`config.mk`:
```
export PLATFORM = sky130hd
export DESIGN_NAME = sata_pattern_step
export DESIGN_NICKNAME = d
export VERILOG_FILES = /design/src/rtl/sata_traffic_pkg.sv /design/src/rtl/sata_pattern_step.sv
export SDC_FILE = /design/constraint.sdc
export NUM_CORES = 1
export LEC_CHECK = 0
export BUFFER_PORTS_ARGS = -buffer_cell sky130_fd_sc_hd__buf_2
export CAP_MARGIN = 20
export CELL_PAD_IN_SITES_DETAIL_PLACEMENT = 1
export CELL_PAD_IN_SITES_GLOBAL_PLACEMENT = 1
export CORE_UTILIZATION = 28
export DETAILED_ROUTE_END_ITERATION = 12
export MAX_ROUTING_LAYER = met4
export PLACE_DENSITY = 0.88
export RECOVER_POWER = 50
export SYNTH_ARGS = -nofsm -noshare
export SYNTH_HDL_FRONTEND = slang
export SYNTH_SLANG_ARGS = --single-unit
```
`constraint.sdc`:
```
create_clock -name vclk -period 3.1
set_input_delay 0.31 -clock vclk [all_inputs]
set_output_delay 0.31 -clock vclk [all_outputs]
set_load 0.005 [all_outputs]
```
`src/rtl/sata_traffic_pkg.sv`:
```
`default_nettype none
// ============================================================================
// sata_traffic_pkg : shared encodings for the SATA traffic generator/checker
// Rev 1.0
// ============================================================================
package sata_traffic_pkg;

  localparam logic [1:0]  MODE_INC   = 2'd0;
  localparam logic [1:0]  MODE_LFSR  = 2'd1;
  localparam logic [1:0]  MODE_FIXED = 2'd2;
  localparam logic [1:0]  MODE_WALK  = 2'd3;

  localparam logic [31:0] DEFAULT_LFSR_POLY = 32'h8020_0003;

  typedef enum logic [2:0] {
    GEN_IDLE    = 3'd0,
    GEN_GRAB    = 3'd1,
    GEN_WRITE   = 3'd2,
    GEN_RELEASE = 3'd3,
    GEN_DONE    = 3'd4
  } gen_state_t;

  typedef enum logic [2:0] {
    CHK_IDLE     = 3'd0,
    CHK_WAIT     = 3'd1,
    CHK_ACTIVATE = 3'd2,
    CHK_READ     = 3'd3,
    CHK_RELEASE  = 3'd4
  } chk_state_t;

endpackage
`default_nettype wire

```
`src/rtl/sata_pattern_step.sv`:
```
`default_nettype none
// ============================================================================
// sata_pattern_step : first-word and next-word functions for the test patterns
// Rev 1.0
// ============================================================================
module sata_pattern_step
  import sata_traffic_pkg::*;
#(
  parameter int          DATA_WIDTH = 32,
  parameter logic [31:0] LFSR_POLY  = DEFAULT_LFSR_POLY
) (
  input  logic [1:0]            i_mode,
  input  logic [DATA_WIDTH-1:0] i_seed,
  input  logic [DATA_WIDTH-1:0] i_word,
  output logic [DATA_WIDTH-1:0] o_first,
  output logic [DATA_WIDTH-1:0] o_next
);

  localparam logic [DATA_WIDTH-1:0] c_poly = DATA_WIDTH'(LFSR_POLY);

  // An all-zero LFSR state would lock up, so a zero seed starts at 1
  always_comb begin
    o_first = i_seed;
    if (i_mode == MODE_WALK || (i_mode == MODE_LFSR && i_seed == '0))
      o_first = DATA_WIDTH'(1);
  end

  always_comb begin
    o_next = i_word;
    case (i_mode)
      MODE_INC:  o_next = i_word + DATA_WIDTH'(1);
      MODE_LFSR: o_next = (i_word >> 1) ^ (i_word[0] ? c_poly : '0);
      MODE_WALK: o_next = {i_word[DATA_WIDTH-2:0], i_word[DATA_WIDTH-1]};
      default:   o_next = i_word;
    endcase
  end

endmodule
`default_nettype wire

```
Yosys cells after proc, flatten, opt, wreduce, memory -nomap -nowiden. Cells that the tools add are included.

Register bits after elaboration: 0. Logic and storage cells: 11.

Add/sub/neg operators: 1. Equality and inequality tests: 2. Multiplexer cells: 3. Bitwise gates (word level): 1. Reduce and logical (&&, ||, !) cells: 4.

Operator list (number): $pmux W32 S3 (1); $mux W32 (2); $add A32 B1 Y32 const B (1); $logic_not A32 Y1 (1); $xor A31 B32 Y32 (1); $eq A2 B1 Y1 const B (1); $eq A2 B2 Y1 const B (1); $logic_not A2 Y1 (1); $logic_and A1 B1 Y1 (1); $logic_or A1 B1 Y1 (1).

Depth between registers and ports, before layout. Gate-level depths: netlist of run 1.

Depth in word-level cells: 4. Depth in mapped cells: 8. Mapped depth without buffers: 6.

Least setup slack after synthesis of run 1. OpenSTA, ideal clock, no wires.

Path kind: input -> output. Start point: in i_word[4]. End point: out o_next[27]. Data arrival time: 2.154 ns. Required time: 2.790 ns. Setup slack: 0.636 ns. Stages: 8. Path buffers: 3. Cell sequence: buf_4 -> nand4_4 -> or3_1 -> buf_2 -> or4_4 -> buf_6 -> mux2i_1 -> a221oi_1.

Word-level cells in the longest chain between the ends: 2.

Ends and longest elaborated chain: start, declared (line sata_pattern_step.sv:14) `input logic [DATA_WIDTH-1:0] i_word,`; $add A32 B1 Y32 (line sata_pattern_step.sv:31) `MODE_INC: o_next = i_word + DATA_WIDTH'(1);`; $pmux W32 S3 (line sata_pattern_step.sv:30) `case (i_mode)`; end, declared (line sata_pattern_step.sv:16) `output logic [DATA_WIDTH-1:0] o_next`.

No other way between the ends.

Worst setup path in the final report of run 1. Ends and elaborated chain as after synthesis.

==> results.json, run 1 <==
{
  "status": "finished clean",
  "syn_nets": 370,
  "timing.fmax_ghz": 0.368,
  "layout_common_cells": "buf_2 (111), and2_1 (33), nor2_1 (23)",
  "yosysTopAreaCell": "and2_1",
  "hp-start": "i_seed[8]",
  "ys_types": 57,
  "synth-compound-area-share_pct": 32.0,
  "fin_util_pct": 39.6,
  "worstPathArrival_ns": 2.40,
  "num_rows": 29,
  "dr.pass1.iters": 6,
  "power_density_nw_per_um2": 138,
  "grt_start_max_net_pins": 40,
  "wl_per_cell_um": 17.0,
  "synthAdderAreaFrac_pct": 0.653,
  "setup.worst_path.start_class": "input port",
  "port_buffers": 130,
  "num_antenna_cells": 0,
  "grt_pass1_wl_um": 13500,
  "place.gp.congestion": 0.888,
  "synth_top_area_share_pct": 11.4,
  "cp_max_fo": 10,
  "worstPathRequired_ns": 2.79,
  "min_period_over_period_pct": 87.6,
  "ant_nets": 0,
  "hold_violations": 0,
  "synth_warnings": 0,
  "power_switching_uw": 195,
  "fin_setup_tns_ns": 0,
  "die_w_um": 84.7,
  "cpMostUsedCell": "buf_2",
  "synthTopCellsByArea": "and2_1 (11%), mux2i_1 (6.3%), a211oi_1 (5.1%), nor2_1 (4.5%), nand3_1 (4.2%)",
  "synthSimpleGateAreaFrac_pct": 45.3,
  "antenna_found_initial": 0,
  "synthXorXnorAreaFrac_pct": 1.37,
  "pwr-share-comb_pct": 100.0,
  "ff_latch_area_um2": 0,
  "post_cts_buffers": 0,
  "power_leakage_nw": 1.13,
  "seqPwrFrac_pct": 0,
  "die_h_um": 84.7,
  "grt_setup_unrepaired": "no",
  "dp_worst_setup_slack_ns": 0.388,
  "syn-cell-area_um2": 1920,
  "grt_use_met3_pct": 0.688,
  "setup_viol": 0,
  "cp_cell_sequence": "buf_2 > nand4_4 > or3_1 > or4_4 > mux2i_1 > a221oi_1 > buf_2",
  "ir_drop_v": 0.0000618,
  "slowest_stage": "or4_4",
  "synth_mux_area_share_pct": 12.1,
  "seq_area_frac_synth_pct": 0,
  "p_clk_share_pct": 0,
  "hp-class": "input port to output port",
  "met2_usage_pct": 44.9,
  "coreArea_um2": 6460,
  "end_kind": "output port",
  "worst_pin_slew_ns": 1.32,
  "layout.cells.non_filler": 487,
  "start_util_pct": 29.7,
  "fill_cells": 917,
  "final_common_cell": "buf_2",
  "seq_cell_count": 0,
  "grt_pass1_vias": 2849,
  "cap_violations": 0,
  "drv_slew": 0,
  "drtIter0Drc": 112,
  "grt_use_met1_pct": 26.8,
  "layout.nets": 479,
  "power_uw": 352,
  "fin_area_um2": 2560,
  "crit_type": "input port to output port",
  "via_per_inst": 5.88,
  "grt_use_total_pct": 22.9,
  "dieArea_um2": 7180,
  "syn_to_final_growth_pct": 33.6,
  "holdBufCountCts": 0,
  "fin_hold_ws_ns": 0.904,
  "switching_share_pct": 55.3,
  "drc": 0,
  "min_to": "o_first[8]",
  "place_area_um2": 2590,
  "post-place-cells": 487,
  "drive_gt1_share_pct": 32.2,
  "vias": 2864,
  "grt_busiest_layer": "met2",
  "power.internal_uw": 158,
  "maxSlewHeadroom_pct": 12.3,
  "synth_top_family_by_area": "simple AND/OR/NAND/NOR gates",
  "setup_ws_ns": 0.386,
  "synth_cells": 303,
  "cp-startpoint": "i_word[4]",
  "ctsResizeCount": 0,
  "globalRoute.totalOverflow": 0,
  "io_pins": 130,
  "dp_hpwl_um": 6600,
  "whs_path_depth": 3,
  "fin_crit_ns": 2.71,
  "nClkBuffers": 0,
  "syn_avg_cell_area_um2": 6.32,
  "slowest_delay_ns": 0.60,
  "drt_wl_total_um": 8260
}
==> cell usage after synthesis (2+ instances only) <==
library cell,number
mux2_2,4
and2_1,35
a41o_1,2
buf_4,2
clkbuf_1,19
nand3_1,16
o22ai_1,4
xor2_1,2
nor2b_1,4
and3_1,10
nand2_1,21
o31a_1,2
a221oi_1,4
a211oi_1,13
o31ai_1,2
nand4_1,8
nor2_1,23
mux2i_1,12
o22a_1,2
a31oi_1,4
nor3_1,13
a311oi_1,4
a32oi_1,3
mux4_2,3
nor4_1,11
inv_1,6
o211ai_1,4
a22oi_1,2
buf_2,3
and4_1,4
o21ai_0,13
nand2b_1,4
o21a_1,2
buf_1,6
a21oi_1,14
==> final cells by class <==
class              instances  area, µm²  share of cell area (%)
inverters                  6       22.5                   0.880
repair buffers           139        687                    26.8
multi-input cells        265       1750                    68.5
well taps                 77       96.3                    3.77
==> layer usage <==
metal,up-vias,wire length [µm]
li1,1377,-
met1,1391,3580
met2,94,4360
met3,2,297
met4,0,21
met5,-,0
==> kinds of logic after synthesis <==
logic type      after synthesis
simple gates                156
xor+xnor                      3
fa+ha+maj                     1
mux                          19
buf+inv                      38
compound gates               86
==> worst max-delay path: cells and delay by family <==
family | cells | cell delay [ns]
AND/OR/NAND/NOR | 3 | 1.29
multiplexers | 1 | 0.15
AO/OA/AOI/OAI | 1 | 0.29
buffers and inverters | 2 | 0.35
==> how the worst max path moves through the flow <==
| stage | to | slack, ns |
|---|---|---|
| after floorplan | o_next[27] | 0.64 |
| after global placement | o_next[27] | 0.46 |
| after detailed placement | o_next[27] | 0.39 |
| after CTS | o_next[27] | 0.38 |
| after global routing | o_next[4] | 0.27 |
| final | o_next[27] | 0.39 |
==> power by group through the flow <==
stage	combinational, mW	sequential [mW]	clock, mW
2_1_floorplan	0.190	0	0
3_3_place_gp	0.348	0	0
3_5_place_dp	0.357	0	0
4_1_cts	0.359	0	0
5_1_grt	0.389	0	0
6_report	0.352	0	0
(Power assumes the default switching activity.)
==> run 2: changes to the inputs <==
Settings changed: ABC_AREA set to 1, CORE_UTILIZATION 28 to 27.
==> run 2 against run 1 <==
  * Synthesized cell count is 51% higher
  * First-iteration DRC count is 5.4% higher
  * Flip-flop and latch count unchanged
  * Via count up 18%
  * Fmax up 12%
  * Power rose by 0.18%
  * Critical path depth rose by 4
  * Worst hold slack improved by 0.010 ns
  * Largest cell class unchanged
==> results.json, run 2 <==
{
  "status": "finished clean",
  "post-synth-top-count-cell": "nand2_1",
  "yosysTopAreaCell": "nand2_1",
  "cp_max_fo": 7,
  "met2_usage_pct": 46.1,
  "ys_types": 29,
  "synthXorXnorAreaFrac_pct": 0.412,
  "cpMostUsedCell": "nand2_1",
  "port_buffers": 130,
  "crit_type": "input port to output port",
  "layout_common_cells": "nand2_1 (139), buf_2 (120), inv_1 (85)",
  "num_antenna_cells": 0,
  "drt_wl_total_um": 9480,
  "die_h_um": 90.7,
  "end_kind": "output port",
  "grt_start_max_net_pins": 32,
  "ir_drop_v": 0.0000375,
  "dp_hpwl_um": 7970,
  "fin_crit_ns": 2.42,
  "slowest_stage": "nor2_1",
  "setup.worst_path.start_class": "input port",
  "holdBufCountCts": 0,
  "synth_warnings": 0,
  "place.gp.congestion": 0.926,
  "wl_per_cell_um": 13.9,
  "grt_use_met3_pct": 1.52,
  "grt_busiest_layer": "met2",
  "synth_mux_area_share_pct": 0,
  "dieArea_um2": 8230,
  "synth_top_family_by_area": "simple AND/OR/NAND/NOR gates",
  "synth_cells": 459,
  "drv_slew": 0,
  "synthTopCellsByArea": "nand2_1 (24%), nand3_1 (15%), inv_1 (15%), nor2_1 (12%), o22ai_1 (5.6%)",
  "timing.fmax_ghz": 0.413,
  "nClkBuffers": 0,
  "worstPathRequired_ns": 2.79,
  "seq_area_frac_synth_pct": 0,
  "ctsResizeCount": 0,
  "ff_latch_area_um2": 0,
  "power_leakage_nw": 1.61,
  "cp_cell_sequence": "buf_2 > ha_1 > nand2_1 > nor2_1 > nand2_8 > nor2_1 > nand2_1 > nand2_1 > nand3_1 > nand3_1 > buf_2",
  "syn_avg_cell_area_um2": 4.63,
  "slowest_delay_ns": 0.59,
  "ant_nets": 0,
  "crit_family": "simple AND/OR/NAND/NOR gates",
  "die_w_um": 90.7,
  "synthAdderAreaFrac_pct": 0.589,
  "syn_to_final_growth_pct": 32.1,
  "coreArea_um2": 7450,
  "synth_top_area_share_pct": 24.4,
  "layout.nets": 650,
  "grt_use_met1_pct": 25.3,
  "grt_setup_unrepaired": "no",
  "min_period_over_period_pct": 78.1,
  "synthSimpleGateAreaFrac_pct": 66.7,
  "post_cts_buffers": 0,
  "cap_violations": 0,
  "worstPathArrival_ns": 2.11,
  "start_util_pct": 28.5,
  "num_rows": 31,
  "globalRoute.totalOverflow": 0,
  "fin_util_pct": 37.7,
  "vias": 3380,
  "drc": 0,
  "grt_pass1_vias": 3433,
  "power_density_nw_per_um2": 126,
  "syn_nets": 526,
  "path_buf_inv": 2,
  "multiInputGateArea_um2": 1680,
  "seq_cell_count": 0,
  "hp-class": "input port to output port",
  "drive_gt1_share_pct": 25.0,
  "synth-compound-area-share_pct": 13.5,
  "fin_setup_tns_ns": 0,
  "yosys-top-cells-count": "nand2_1 (138), inv_1 (83), nor2_1 (66), nand3_1 (63), o22ai_1 (19)",
  "syn-cell-area_um2": 2130,
  "drtIter0Drc": 118,
  "via_per_inst": 4.97,
  "dr.pass1.iters": 4,
  "io_pins": 130,
  "setup_viol": 0,
  "hold_violations": 0,
  "worst_pin_slew_ns": 0.763,
  "grt_pass1_wl_um": 15600,
  "final_common_cell": "nand2_1",
  "grt_use_total_pct": 23.0,
  "fill_cells": 1171,
  "antenna_found_initial": 0,
  "maxSlewHeadroom_pct": 48.9
}
-- run 2: cell count changes in the layout (fill, tap and decap cells not counted), moves of 11 or more --
cell / delta
nand2_1: +118
inv_1: +79
nor2_1: +49
nand3_1: +47
and2_1: -33
o22ai_1: +15
a211oi_1: -13
mux2i_1: -12
clkbuf_1: -11
nor4_1: -11
-- run 2: cell type report --
cell class                      instances  area share [%]
Multi-Input combinational cell        357            59.6
Inverter                               89            11.9
Tap cell                               99            4.41
Timing Repair Buffer                  135            24.1
-- run 2: worst paths after layout --
check	from	to	slack [ns]	cells past startpoint
max	i_word[1]	o_next[28]	0.68	11
min	i_seed[28]	o_first[28]	0.91	4
-- run 2: through the flow --
stage          power [mW]  instances  cell area, µm²  hold WS, ns  setup slack (ns)
3_5_place_dp        0.360        680            2870        0.915              1.08
3_3_place_gp        0.350        680            2870        0.909              1.11
2_1_floorplan       0.181        459            2130        0.691              1.61
5_1_grt             0.395        680            2810        0.942             0.497
6_report            0.353        680            2810        0.915             0.678
4_1_cts             0.362        680            2870        0.917              1.08
-- run 2: logic make-up (layout without fill, tap and decap cells) --
group | count (synthesis) | after routing
AO/OA/AOI/OAI | 49 | 49
XOR/XNOR | 1 | 1
adder cells (fa/ha/maj) | 1 | 1
buffers and inverters | 102 | 224
AND/OR/NAND/NOR | 306 | 306
-- run 2: layer usage --
metal	routed length (µm)	share of wire, %	up-vias
li1	-	-	1693
met1	3990	42	1570
met3	502	5.3	4
met2	4930	52	113
met4	47	0.50	0
met5	0	0	-
-- run 2: power breakdown --
group	internal (mW)	total [mW]	switching (mW)
sequential	0	0	0
combinational	0.140	0.353	0.213
clock	0	0	0
-- run 2: tightest hold or removal path, stage by stage --
cell and delay (ns):
buf_2 0.10, inv_1 0.04, nor2_1 0.03, buf_2 0.11
==> run 3: changes to the inputs <==
Settings changed: ABC_AREA 1 to 0, CORE_UTILIZATION 27 to 28.
Clock period 3.1 ns to 2.5 ns, I/O delays scaled along.
==> run 3 against run 2 <==
  * Clock-buffer cell count stayed put
  * Power is 25% higher
  * Utilization is 3.0 points higher
  * Worst setup slack worse by 0.53 ns
  * Routed wire length is 14% lower
  * Cell area is 6.3% lower
  * Critical path type unchanged
  * Highest routed layer unchanged
  * Largest cell class unchanged
  * Critical path depth is 4 lower
  * Die area is 13% lower
==> results.json, run 3 (synthesized netlist as in run 1, its figures left out) <==
{
  "crit_family": "simple AND/OR/NAND/NOR gates",
  "coreArea_um2": 6460,
  "fin_util_pct": 40.7,
  "crit_type": "input port to output port",
  "worstPathArrival_ns": 2.10,
  "end_kind": "output port",
  "grt_pass1_vias": 2810,
  "timing.fmax_ghz": 0.425,
  "fin_crit_ns": 2.35,
  "min_period_over_period_pct": 94.2,
  "switching_share_pct": 54.2,
  "wl_per_cell_um": 16.4,
  "maxSlewHeadroom_pct": 40.5,
  "holdBufCountCts": 0,
  "ff_latch_area_um2": 0,
  "start_util_pct": 29.7,
  "dr.pass1.iters": 6,
  "place.gp.congestion": 0.874,
  "dp_hpwl_um": 6440,
  "cap_violations": 0,
  "status": "finished clean",
  "die_h_um": 84.7,
  "vias": 2880,
  "nClkBuffers": 0,
  "layout_common_cells": "buf_2 (114), and2_1 (35), nor2_1 (23)",
  "p_clk_share_pct": 0,
  "cp_cell_sequence": "buf_2 > nand3_1 > or3_1 > or4_4 > mux2i_1 > a221oi_1 > buf_2",
  "met2_usage_pct": 42.4,
  "power_density_nw_per_um2": 168,
  "antenna_found_initial": 0,
  "multiInputGateArea_um2": 1760,
  "grt_use_total_pct": 22.4,
  "dieArea_um2": 7180,
  "drv_slew": 0,
  "slowest_stage": "or4_4",
  "post_cts_buffers": 0,
  "globalRoute.totalOverflow": 0,
  "setup.worst_path.start_class": "input port",
  "hp-class": "input port to output port",
  "drive_gt1_share_pct": 33.8,
  "io_pins": 130,
  "worstPathRequired_ns": 2.25,
  "power_switching_uw": 239,
  "grt_pass1_wl_um": 13200,
  "fill_cells": 911,
  "cp_max_fo": 10,
  "grt_setup_unrepaired": "no",
  "power_leakage_nw": 1.17,
  "port_buffers": 130,
  "cpMostUsedCell": "buf_2",
  "pwr-share-comb_pct": 100.0,
  "num_rows": 29,
  "drtIter0Drc": 148,
  "seqPwrFrac_pct": 0,
  "num_antenna_cells": 0,
  "grt_use_met3_pct": 0.885,
  "power.internal_uw": 202,
  "ant_nets": 0,
  "worst_pin_slew_ns": 0.892,
  "ir_drop_v": 0.0000739,
  "layout.nets": 489,
  "setup_viol": 0,
  "hold_violations": 0,
  "final_common_cell": "buf_2",
  "seq_cell_count": 0,
  "via_per_inst": 5.79,
  "fin_setup_tns_ns": 0,
  "drt_wl_total_um": 8140,
  "path_buf_inv": 2,
  "grt_use_met1_pct": 27.6,
  "drc": 0,
  "syn_to_final_growth_pct": 37.4,
  "grt_start_max_net_pins": 49,
  "grt_busiest_layer": "met2",
  "slowest_delay_ns": 0.58,
  "die_w_um": 84.7
}
==> run 3: changes by cell type in the layout (fill, tap and decap cells not counted), moves of 12 or more <==
cell / before / now
a211oi_1: 0 / 13
and2_1: 0 / 35
clkbuf_1: 8 / 20
inv_1: 85 / 6
mux2i_1: 0 / 12
nand2_1: 139 / 21
nand3_1: 63 / 16
nor2_1: 72 / 23
o22ai_1: 19 / 4
==> run 3: path summary, 6_finish.rpt <==
| kind | start | end | slack, ns | depth (start not counted) |
|---|---|---|---|---|
| worst max-delay path | i_word[8] | o_next[27] | 0.15 | 7 |
| worst min-delay path | i_seed[15] | o_first[15] | 0.79 | 3 |
==> run 3: timing repair <==
item | CTS | global route
resized for setup | 0 | 1
setup endpoints to repair | 0 | 1
hold endpoints to repair | 0 | 0
==> run 3: per-layer routing <==
| layer | vias up | wire length (µm) |
|---|---|---|
| met5 | - | 0 |
| li1 | 1396 | - |
| met2 | 95 | 4170 |
| met4 | 0 | 36 |
| met3 | 4 | 356 |
| met1 | 1385 | 3580 |
==> run 3: through the flow <==
step,cells,hold slack (ns),total power [mW],instance area (µm²),setup WS [ns]
3_3_place_gp,497,0.771,0.436,2670,0.168
5_1_grt,497,0.801,0.487,2630,0.0278
6_report,497,0.786,0.441,2630,0.145
3_5_place_dp,497,0.787,0.448,2670,0.147
4_1_cts,497,0.788,0.450,2670,0.132
2_1_floorplan,303,0.575,0.236,1920,0.156
==> run 3: area by class of cell <==
class | count | share of cell area (%)
tap | 77 | 3.66
inverter | 6 | 0.856
timing repair buffer | 149 | 28.6
multi-input combinational | 265 | 66.9
==> run 3: power groups by stage <==
stage,Combinational [mW],Sequential (mW),Clock [mW]
finish,0.441,0,0
floorplan,0.236,0,0
global placement,0.436,0,0
CTS,0.450,0,0
global route,0.487,0,0
detailed placement,0.448,0,0
